## config.mk

```make
export PLATFORM = sky130hd
export DESIGN_NAME = seq_controller
export DESIGN_NICKNAME = d
export VERILOG_FILES = /design/src/rtl/bitblaster_pkg.sv /design/src/rtl/inst_decode.sv /design/src/rtl/seq_controller.sv
export SDC_FILE = /design/constraint.sdc
export NUM_CORES = 1
export LEC_CHECK = 0
export ABC_CLOCK_PERIOD_IN_PS = 3700
export CAP_MARGIN = 10
export CELL_PAD_IN_SITES_DETAIL_PLACEMENT = 0
export CELL_PAD_IN_SITES_GLOBAL_PLACEMENT = 1
export CORE_MARGIN = 4
export CORE_UTILIZATION = 26
export CTS_CLUSTER_SIZE = 40
export DETAILED_ROUTE_END_ITERATION = 6
export PLACE_DENSITY = 0.86
export RECOVER_POWER = 50
export SYNTH_ARGS = -nofsm -noshare
export SYNTH_HDL_FRONTEND = slang
export SYNTH_HIERARCHICAL = 1
export SYNTH_SLANG_ARGS = --single-unit
```

## constraint.sdc

```tcl
create_clock -name clk -period 3.7 [get_ports clk]
set_input_delay 0.74 -clock clk [delete_from_list [all_inputs] [get_ports clk]]
set_output_delay 0.74 -clock clk [all_outputs]
set_load 0.005 [all_outputs]
```

## src/rtl/bitblaster_pkg.sv

```systemverilog
// Shared types and constants for the 10-bit processor controller.
//   class_e : instruction class encodings (INST top two bits)
//   op_e    : register-op opcodes 0000-1011
//   state_e : controller timesteps; encoding doubles as the T display value
//   kind_e  : decoded instruction kind used to pick the step sequence
//   ALU_ADD / ALU_SUB : ALU codes used by the immediate classes
package bitblaster_pkg;

   typedef enum logic [1:0] {
      CL_REG  = 2'b00,
      CL_ILL  = 2'b01,
      CL_ADDI = 2'b10,
      CL_SUBI = 2'b11
   } class_e;

   typedef enum logic [3:0] {
      OP_LD   = 4'b0000,
      OP_CP   = 4'b0001,
      OP_ADD  = 4'b0010,
      OP_SUB  = 4'b0011,
      OP_INV  = 4'b0100,
      OP_FLP  = 4'b0101,
      OP_BIN6 = 4'b0110,
      OP_BIN7 = 4'b0111,
      OP_BIN8 = 4'b1000,
      OP_BIN9 = 4'b1001,
      OP_BINA = 4'b1010,
      OP_BINB = 4'b1011
   } op_e;

   typedef enum logic [1:0] {
      S_IDLE = 2'd0,
      S_T1   = 2'd1,
      S_T2   = 2'd2,
      S_T3   = 2'd3
   } state_e;

   typedef enum logic [2:0] {
      K_LD,
      K_CP,
      K_ALU2,
      K_ALU1,
      K_IMM,
      K_ILL
   } kind_e;

   localparam logic [3:0] ALU_ADD = 4'b0010;
   localparam logic [3:0] ALU_SUB = 4'b0011;

endpackage

```

## src/rtl/inst_decode.sv

```systemverilog
// Combinational instruction field extractor and classifier.
//   inst : instruction register contents
//   rx   : destination / first source register field
//   ry   : second source register field
//   imm  : zero-extended immediate field (overlaps ry and op)
//   kind : step-sequence class (ld, cp, binary, unary, immediate, illegal)
//   alu  : ALU operation for the T2 step (0 for non-ALU kinds)
module inst_decode
   import bitblaster_pkg::*;
#(
   parameter int DATA_W = 10,
   parameter int REG_AW = 2
) (
   input  logic [DATA_W-1:0] inst,
   output logic [REG_AW-1:0] rx,
   output logic [REG_AW-1:0] ry,
   output logic [DATA_W-1:0] imm,
   output kind_e             kind,
   output logic [3:0]        alu
);

   localparam int IMM_W = DATA_W - 2 - REG_AW;

   logic [1:0] cls;
   logic [3:0] op;

   assign cls = inst[DATA_W-1 -: 2];
   assign rx  = inst[DATA_W-3 -: REG_AW];
   assign ry  = inst[DATA_W-3-REG_AW -: REG_AW];
   assign op  = inst[3:0];
   assign imm = {{(DATA_W-IMM_W){1'b0}}, inst[IMM_W-1:0]};

   always_comb begin
      kind = K_ILL;
      alu  = 4'b0000;
      case (cls)
         CL_REG: begin
            case (op)
               OP_LD: kind = K_LD;
               OP_CP: kind = K_CP;
               OP_INV, OP_FLP: begin
                  kind = K_ALU1;
                  alu  = op;
               end
               OP_ADD, OP_SUB, OP_BIN6, OP_BIN7,
               OP_BIN8, OP_BIN9, OP_BINA, OP_BINB: begin
                  kind = K_ALU2;
                  alu  = op;
               end
               default: kind = K_ILL;   // 1100-1111 unassigned
            endcase
         end
         CL_ADDI: begin
            kind = K_IMM;
            alu  = ALU_ADD;
         end
         CL_SUBI: begin
            kind = K_IMM;
            alu  = ALU_SUB;
         end
         default: kind = K_ILL;
      endcase
   end

endmodule

```

## src/rtl/seq_controller.sv

```systemverilog
// Clocked processor controller: fetch (IDLE with exec) then up to three
// execute steps T1..T3, driving register-file, ALU, bus-source and IR load.
//   clk, rst          : clock, synchronous active-high reset
//   exec              : start request, honoured only in IDLE
//   INST              : instruction register, held stable while busy
//   IMM               : zero-extended immediate (bus gate is Iout)
//   Iout/Ext/Gout/ENR : bus sources, mutually exclusive
//   Rin/ENW, Rout     : register-file write / read address and enables
//   Ain, Gin, ALUcont : ALU input/output loads and operation
//   IRin              : load instruction register (fetch)
//   Clr/done          : last step of the instruction
//   busy, err, T      : in-progress, illegal-instruction pulse, timestep
module seq_controller
   import bitblaster_pkg::*;
#(
   parameter int DATA_W = 10,
   parameter int NREG   = 4,
   parameter int REG_AW = $clog2(NREG)
) (
   input  logic              clk,
   input  logic              rst,
   input  logic              exec,
   input  logic [DATA_W-1:0] INST,
   output logic [DATA_W-1:0] IMM,
   output logic              Iout,
   output logic [REG_AW-1:0] Rin,
   output logic [REG_AW-1:0] Rout,
   output logic              ENW,
   output logic              ENR,
   output logic              Ain,
   output logic              Gin,
   output logic              Gout,
   output logic [3:0]        ALUcont,
   output logic              Ext,
   output logic              IRin,
   output logic              Clr,
   output logic              busy,
   output logic              done,
   output logic              err,
   output logic [1:0]        T
);

   state_e            state;
   kind_e             kind;
   logic [REG_AW-1:0] rx, ry;
   logic [DATA_W-1:0] imm;
   logic [3:0]        alu;

   inst_decode #(.DATA_W(DATA_W), .REG_AW(REG_AW)) u_dec (
      .inst (INST),
      .rx   (rx),
      .ry   (ry),
      .imm  (imm),
      .kind (kind),
      .alu  (alu)
   );

   always_ff @(posedge clk) begin
      if (rst) begin
         state <= S_IDLE;
      end else begin
         case (state)
            S_IDLE: if (exec) state <= S_T1;
            // ld, cp and illegal complete in T1
            S_T1:   state <= (kind == K_LD || kind == K_CP || kind == K_ILL) ? S_IDLE : S_T2;
            S_T2:   state <= S_T3;
            S_T3:   state <= S_IDLE;
            default: state <= S_IDLE;
         endcase
      end
   end

   // Reset overrides every output so an abandoned instruction can never
   // write the register file in the reset cycle.
   always_comb begin
      Iout    = 1'b0;
      Rin     = '0;
      Rout    = '0;
      ENW     = 1'b0;
      ENR     = 1'b0;
      Ain     = 1'b0;
      Gin     = 1'b0;
      Gout    = 1'b0;
      ALUcont = 4'b0000;
      Ext     = 1'b0;
      IRin    = 1'b0;
      Clr     = 1'b0;
      err     = 1'b0;
      if (!rst) begin
         case (state)
            S_IDLE: IRin = exec;
            S_T1: begin
               case (kind)
                  K_LD: begin
                     Ext = 1'b1;
                     ENW = 1'b1;
                     Rin = rx;
                     Clr = 1'b1;
                  end
                  K_CP: begin
                     ENR  = 1'b1;
                     Rout = ry;
                     ENW  = 1'b1;
                     Rin  = rx;
                     Clr  = 1'b1;
                  end
                  K_ILL: begin
                     err = 1'b1;
                     Clr = 1'b1;
                  end
                  K_ALU1: begin
                     ENR  = 1'b1;
                     Rout = ry;
                     Ain  = 1'b1;
                  end
                  default: begin   // binary ops and immediates read Rx first
                     ENR  = 1'b1;
                     Rout = rx;
                     Ain  = 1'b1;
                  end
               endcase
            end
            S_T2: begin
               ALUcont = alu;
               Gin     = 1'b1;
               if (kind == K_IMM) begin
                  Iout = 1'b1;
               end else begin
                  ENR  = 1'b1;
                  Rout = ry;
               end
            end
            S_T3: begin
               Gout = 1'b1;
               ENW  = 1'b1;
               Rin  = rx;
               Clr  = 1'b1;
            end
            default: ;
         endcase
      end
   end

   assign IMM  = rst ? '0 : imm;
   assign T    = rst ? 2'd0 : state;
   assign busy = !rst && (state != S_IDLE);
   assign done = Clr;

   // At most one bus driver per cycle.
   a_bus_excl: assert property (@(posedge clk) disable iff (rst)
      $onehot0({ENR, Ext, Gout, Iout}));

endmodule

```

Yosys cells after proc, flatten, opt, wreduce, memory -nomap -nowiden. Cells that the tools add are included.

Equality and inequality tests: 21. Muxes and demuxes: 46. Reduce and logical (&&, ||, !) cells: 17.

Operators with widths (number): 1-bit two-way mux (25); 4-bit by 3-bit == test with 1-bit output, second input constant (4); 4-bit == test, second input constant (4); 2-bit two-way mux (7); 4-bit two-way mux (3); 2-bit case mux with 2 select lines (3); 3-bit case mux with 4 select lines (1); 4-bit case mux with 3 select lines (1); 10-bit OR reduction (1); 2-bit OR reduction (5); 2-bit == test, second input constant (4); 4-bit by 2-bit == test with 1-bit output, second input constant (2); 2-bit case mux with 4 select lines (1); 8-bit OR reduction (1); 3-bit == test, second input constant (2); 6-bit two-way mux (1); 1-bit case mux with 2 select lines (3); 3-bit case mux with 2 select lines (1); 4-bit by 1-bit == test with 1-bit output, second input constant (1); 2-bit logical NOT (2); 4-bit logical NOT (1); 3-bit by 1-bit == test with 1-bit output, second input constant (1); 3-bit by 2-bit == test with 1-bit output, second input constant (1); 3-bit logical NOT (1); 7 further kinds (8).

Bits in registers: 2. Input port bits: 13. Output and inout bits: 32. Word-level logic and storage cells: 85.

Depth between registers and ports, before layout.
Word-level depth: 9. Mapped depth: 8. Mapped depth without buffers: 6.

Cells and area by module. Netlist, hierarchy kept.

By module, submodules not included: seq_controller (instances 1, cells each 73, area each 514.2 um^2, sequential area each 40.0 um^2); inst_decode (instances 1, cells each 33, area each 202.7 um^2, sequential area each 0.0 um^2).

Least setup slack after synthesis. OpenSTA, ideal clock, no wires.

Path type: input port to output port. Start: input port INST[3]. End: output port done. Data arrival time: 2.016 ns. Required time: 2.960 ns. Path slack: 0.944 ns. Stages on the path: 7. Buffers on the path: 1. Path through: inv_1 > a211oi_1 > a311oi_1 > and2b_1 > o21ai_1 > nor2b_1 > buf_4.

Word-level cells in the longest chain between the ends: 9. Elaborated cells between the ends (all ways): 23. Those cells by class: eq/ne (13); mux (5); reduce/logical (5).

RTL lines: from (decl) (RTL line seq_controller.sv:23) `input logic [DATA_W-1:0] INST,`; 4-bit by 2-bit == test with 1-bit output, or another cell as far along (RTL line inst_decode.sv:38) `case (op)`; 8-bit OR reduction or 2-bit OR reduction (tied branches); 3-bit case mux with 4 select lines (*) (RTL line inst_decode.sv:38); 3-bit case mux with 2 select lines (*) (RTL line inst_decode.sv:36) `case (cls)`; net kind[0] (RTL line seq_controller.sv:44) `kind_e kind;`; 3-bit by 1-bit == test with 1-bit output, or another cell as far along (RTL line seq_controller.sv:93) `case (kind)`; 3-bit OR reduction (no source line) (*); 1-bit two-way mux (*) (RTL line seq_controller.sv:93); 1-bit case mux with 2 select lines (*) (RTL line seq_controller.sv:90) `case (state)`; 1-bit two-way mux (*) (RTL line seq_controller.sv:89) `if (!rst) begin`; to (decl) (RTL line seq_controller.sv:38) `output logic done,`.

The timed path passes the listed nets; every way through them passes the cells marked *.

Final worst setup path.
Start: input port INST[3]. End: output port Rout[0].

Word-level cells in the longest chain between the ends: 9. Elaborated cells between the ends (all ways): 27. Those cells by class: eq/ne (15); mux (6); reduce/logical (6).

RTL lines: 4-bit by 2-bit == test with 1-bit output, or another cell as far along (RTL line inst_decode.sv:38); 8-bit OR reduction or 2-bit OR reduction (tied branches); 3-bit case mux with 4 select lines (*) (RTL line inst_decode.sv:38); 3-bit case mux with 2 select lines (*) (RTL line inst_decode.sv:36); net kind[0] (RTL line seq_controller.sv:44); 3-bit by 1-bit == test with 1-bit output, or another cell as far along (RTL line seq_controller.sv:93); 2-bit OR reduction (no source line); 2-bit case mux with 2 select lines (RTL line seq_controller.sv:93); 2-bit case mux with 2 select lines (*) (RTL line seq_controller.sv:90); 2-bit two-way mux (*) (RTL line seq_controller.sv:89); to (decl) (RTL line seq_controller.sv:27) `output logic [REG_AW-1:0] Rout,`.

Marked as above.

==> impl_metrics.toml <==
[setup_path]
crit_chain = "clkdlybuf4s50_1 -> inv_1 -> a211oi_2 -> a311oi_4 -> buf_4 -> o21bai_1 -> a21oi_1 -> o2bb2ai_1 -> clkdlybuf4s50_1"
cpPeakStageDelay_ps = 530
worstSetupStartpointType = "primary input"
path_max_fanout = 4
crit_top_cell = "clkdlybuf4s50_1"
worstSetupEndpointType = "primary output"
r2r_slack_ps = 2280
path_buf_inv = 4
crit_arrival_ps = 2880
crit_type = "primary input to primary output"
path_delay_family = "buffers and inverters"
crit_required_ps = 2960
cp_slowest_cell = "clkdlybuf4s50_1"

[synth]
ys.warnings.count = 6
synth_xor_xnor_area_share_pct = 0
synth_ff_type = "dfxtp_1"
ys_async_sr_fraction_pct = 0
synth_top_family_by_area = "simple AND/OR/NAND/NOR gates"
synth.distinct_cells = 32
synthSimpleGateAreaFrac_pct = 42.6
synth_edf_count = 0
synth.mux.area_fraction_pct = 0
synth_top_area_cell = "buf_4"
synth_area_um2 = 717
synth_cells = 106
synth_fa_ha_area_share_pct = 8.73
synth_top_area_share_pct = 15.7
synth_compound_area_share_pct = 20.9
synthTopCellsByArea = "buf_4 16%, nor2b_1 15%, ha_1 8.7%"
yosysSeqAreaShare_pct = 5.58
ys_ff_latch = 2
syn_avg_cell_area_um2 = 6.76

[finish]
nNetsFinal = 164
area_growth_pct = 63.0
layout_commonest_cell = "clkdlybuf4s50_1"
drive_gt1_share_pct = 15.3
fill_cells = 267
num_antenna_cells = 0
final_cell_mix = "37 x clkdlybuf4s50_1, 17 x nor2b_1, 10 x nor2_1, 10 x buf_4"

[clocking]
postCtsHoldBufs = 0
numClockSinks = 2
cts_inserted_buffers = 3
cts_root_buf = "clkbuf_4"
clkSlewWorstSetupHoldPaths_ps = 30
clk_latency_ps = 220
htreeDepth = 1
cts_buffer_depth = 2
cts_tree = "built"

[timing]
tns_ps = 0
finalSetupViolCount = 0
fin_skew_ps = 6.42
post-route-period-util_pct = 97.8
fmax_ghz = 0.276
period_minus_slack_ps = 3620
finalHoldViolCount = 0
hold_ws_ps = 685
drv_slew = 0

[grt]
grt_max_degree = 14
use_met3_pct = 2.13
grt.overflow.total = 0
grtUsageTotal_pct = 10.9
grt_pass1_wl_um = 3150
antenna_found_initial = 0
gr-usage-met1_pct = 12.8
grt_pass1_vias = 747
gr-max-usage-layer = "met2"
grt_use_met2_pct = 19.8

[job]
cap_violations = 0

[die]
dieArea_um2 = 3660
num_rows = 18
die_y_um = 60.5
io_pins = 45
start_util_pct = 28.2
die_x_um = 60.5
fp.coreArea_um2 = 2540

[detailed_routing]
drc = 0
vias_per_cell = 4.63
postRouteAntennaNets = 0
wirelength_um = 2050
drt_pre_antenna_iters = 5
dr.first_iter.drc_count = 23
via_count = 806
wl_per_cell_um = 11.8

[power_and_ir_drop]
p_leak_nw = 0.465
power_density_nw_per_um2 = 161
ir_worst_vdd_mv = 0.132

[worst_hold_path]
hold_path.class = "flip-flop to flip-flop"

[placement]
place.gp.congestion = 0.812
dp_hpwl_um = 1630
placement.io_buffers = 40

[status]
status = "completed"
timing repair:
action / in CTS / in global routing
pin swaps: 0 / 2
endpoints found under the hold margin: 0 / 0
setup endpoints to repair: 3 / 7
gates cloned: 0 / 0
setup buffers: 0 / 1
resized for setup: 1 / 7
routing by layer:
layer  part of all wire [%]  vias up
met5                      0        -
met3                    8.7        2
met4                   0.68        0
met1                     42      356
met2                     48       33
li1                       -      415
metrics by stage:
stage	util (%)	instances	cell area [um2]	power [W]	setup slack, ps
after detailed placement	43.3	170	1100	0.000135	-36.2
after floorplan	-	109	728	0.0000910	944
after global placement	43.3	170	1100	0.000134	68.1
after CTS	44.4	173	1130	0.000186	32.1
final	45.9	174	1170	0.000188	83.1
after global routing	45.9	174	1170	0.000205	-21.5
path summary, 6_finish.rpt:
check / cells past startpoint / end / startpoint
max: 9 / Rout[0] / INST[3]
min: 2 / flip-flop / state[0]
max reg2reg: 5 / state[0] / state[0]
min reg2reg: 2 / flip-flop / state[0]
synth_stat cells, drive strengths merged (2+ instances only):
master and count:
nor3 4, nor2b 17, inv 6, and2 6, a211oi 3, nand2 7
buf 17, nand2b 3, o2bb2ai 2, nor2 10, o211ai 2, ha 5
dfxtp 2, o21ai 4, nor4 3, a21oi 3
worst register-to-register path, stage by stage (launching register included):
cell and delay [ps]:
dfxtp_1 320, inv_1 200, ha_1 230, nor2b_1 290, nor3_1 80, a211oi_1 210
cell type report:
type / instances / area, um2 / area share, %
Clock buffer: 3 / 22.5 / 1.93
Inverter: 6 / 22.5 / 1.93
Multi-Input combinational cell: 83 / 566 / 48.4
Sequential cell: 2 / 40.0 / 3.43
Tap cell: 30 / 37.5 / 3.21
Timing Repair Buffer: 50 / 480 / 41.1
kinds of logic after synthesis:
kind of cell / after synthesis
AOI/OAI and AO/OA: 19
other: 1
buffers and inverters: 24
adders and majority gates: 5
and+or+nand+nor: 55
DFF: 2
where the power goes:
part | total (W) | internal, W | switching (W) | leakage (nW)
sequential | 0.0000259 | 0.0000239 | 0.00000204 | 0.0165
clock | 0.0000476 | 0.0000357 | 0.0000119 | 0.0138
combinational | 0.000114 | 0.0000622 | 0.0000522 | 0.435
total | 0.000188 | 0.000122 | 0.0000661 | 0.465
Power figures use the tool's default switching activity.
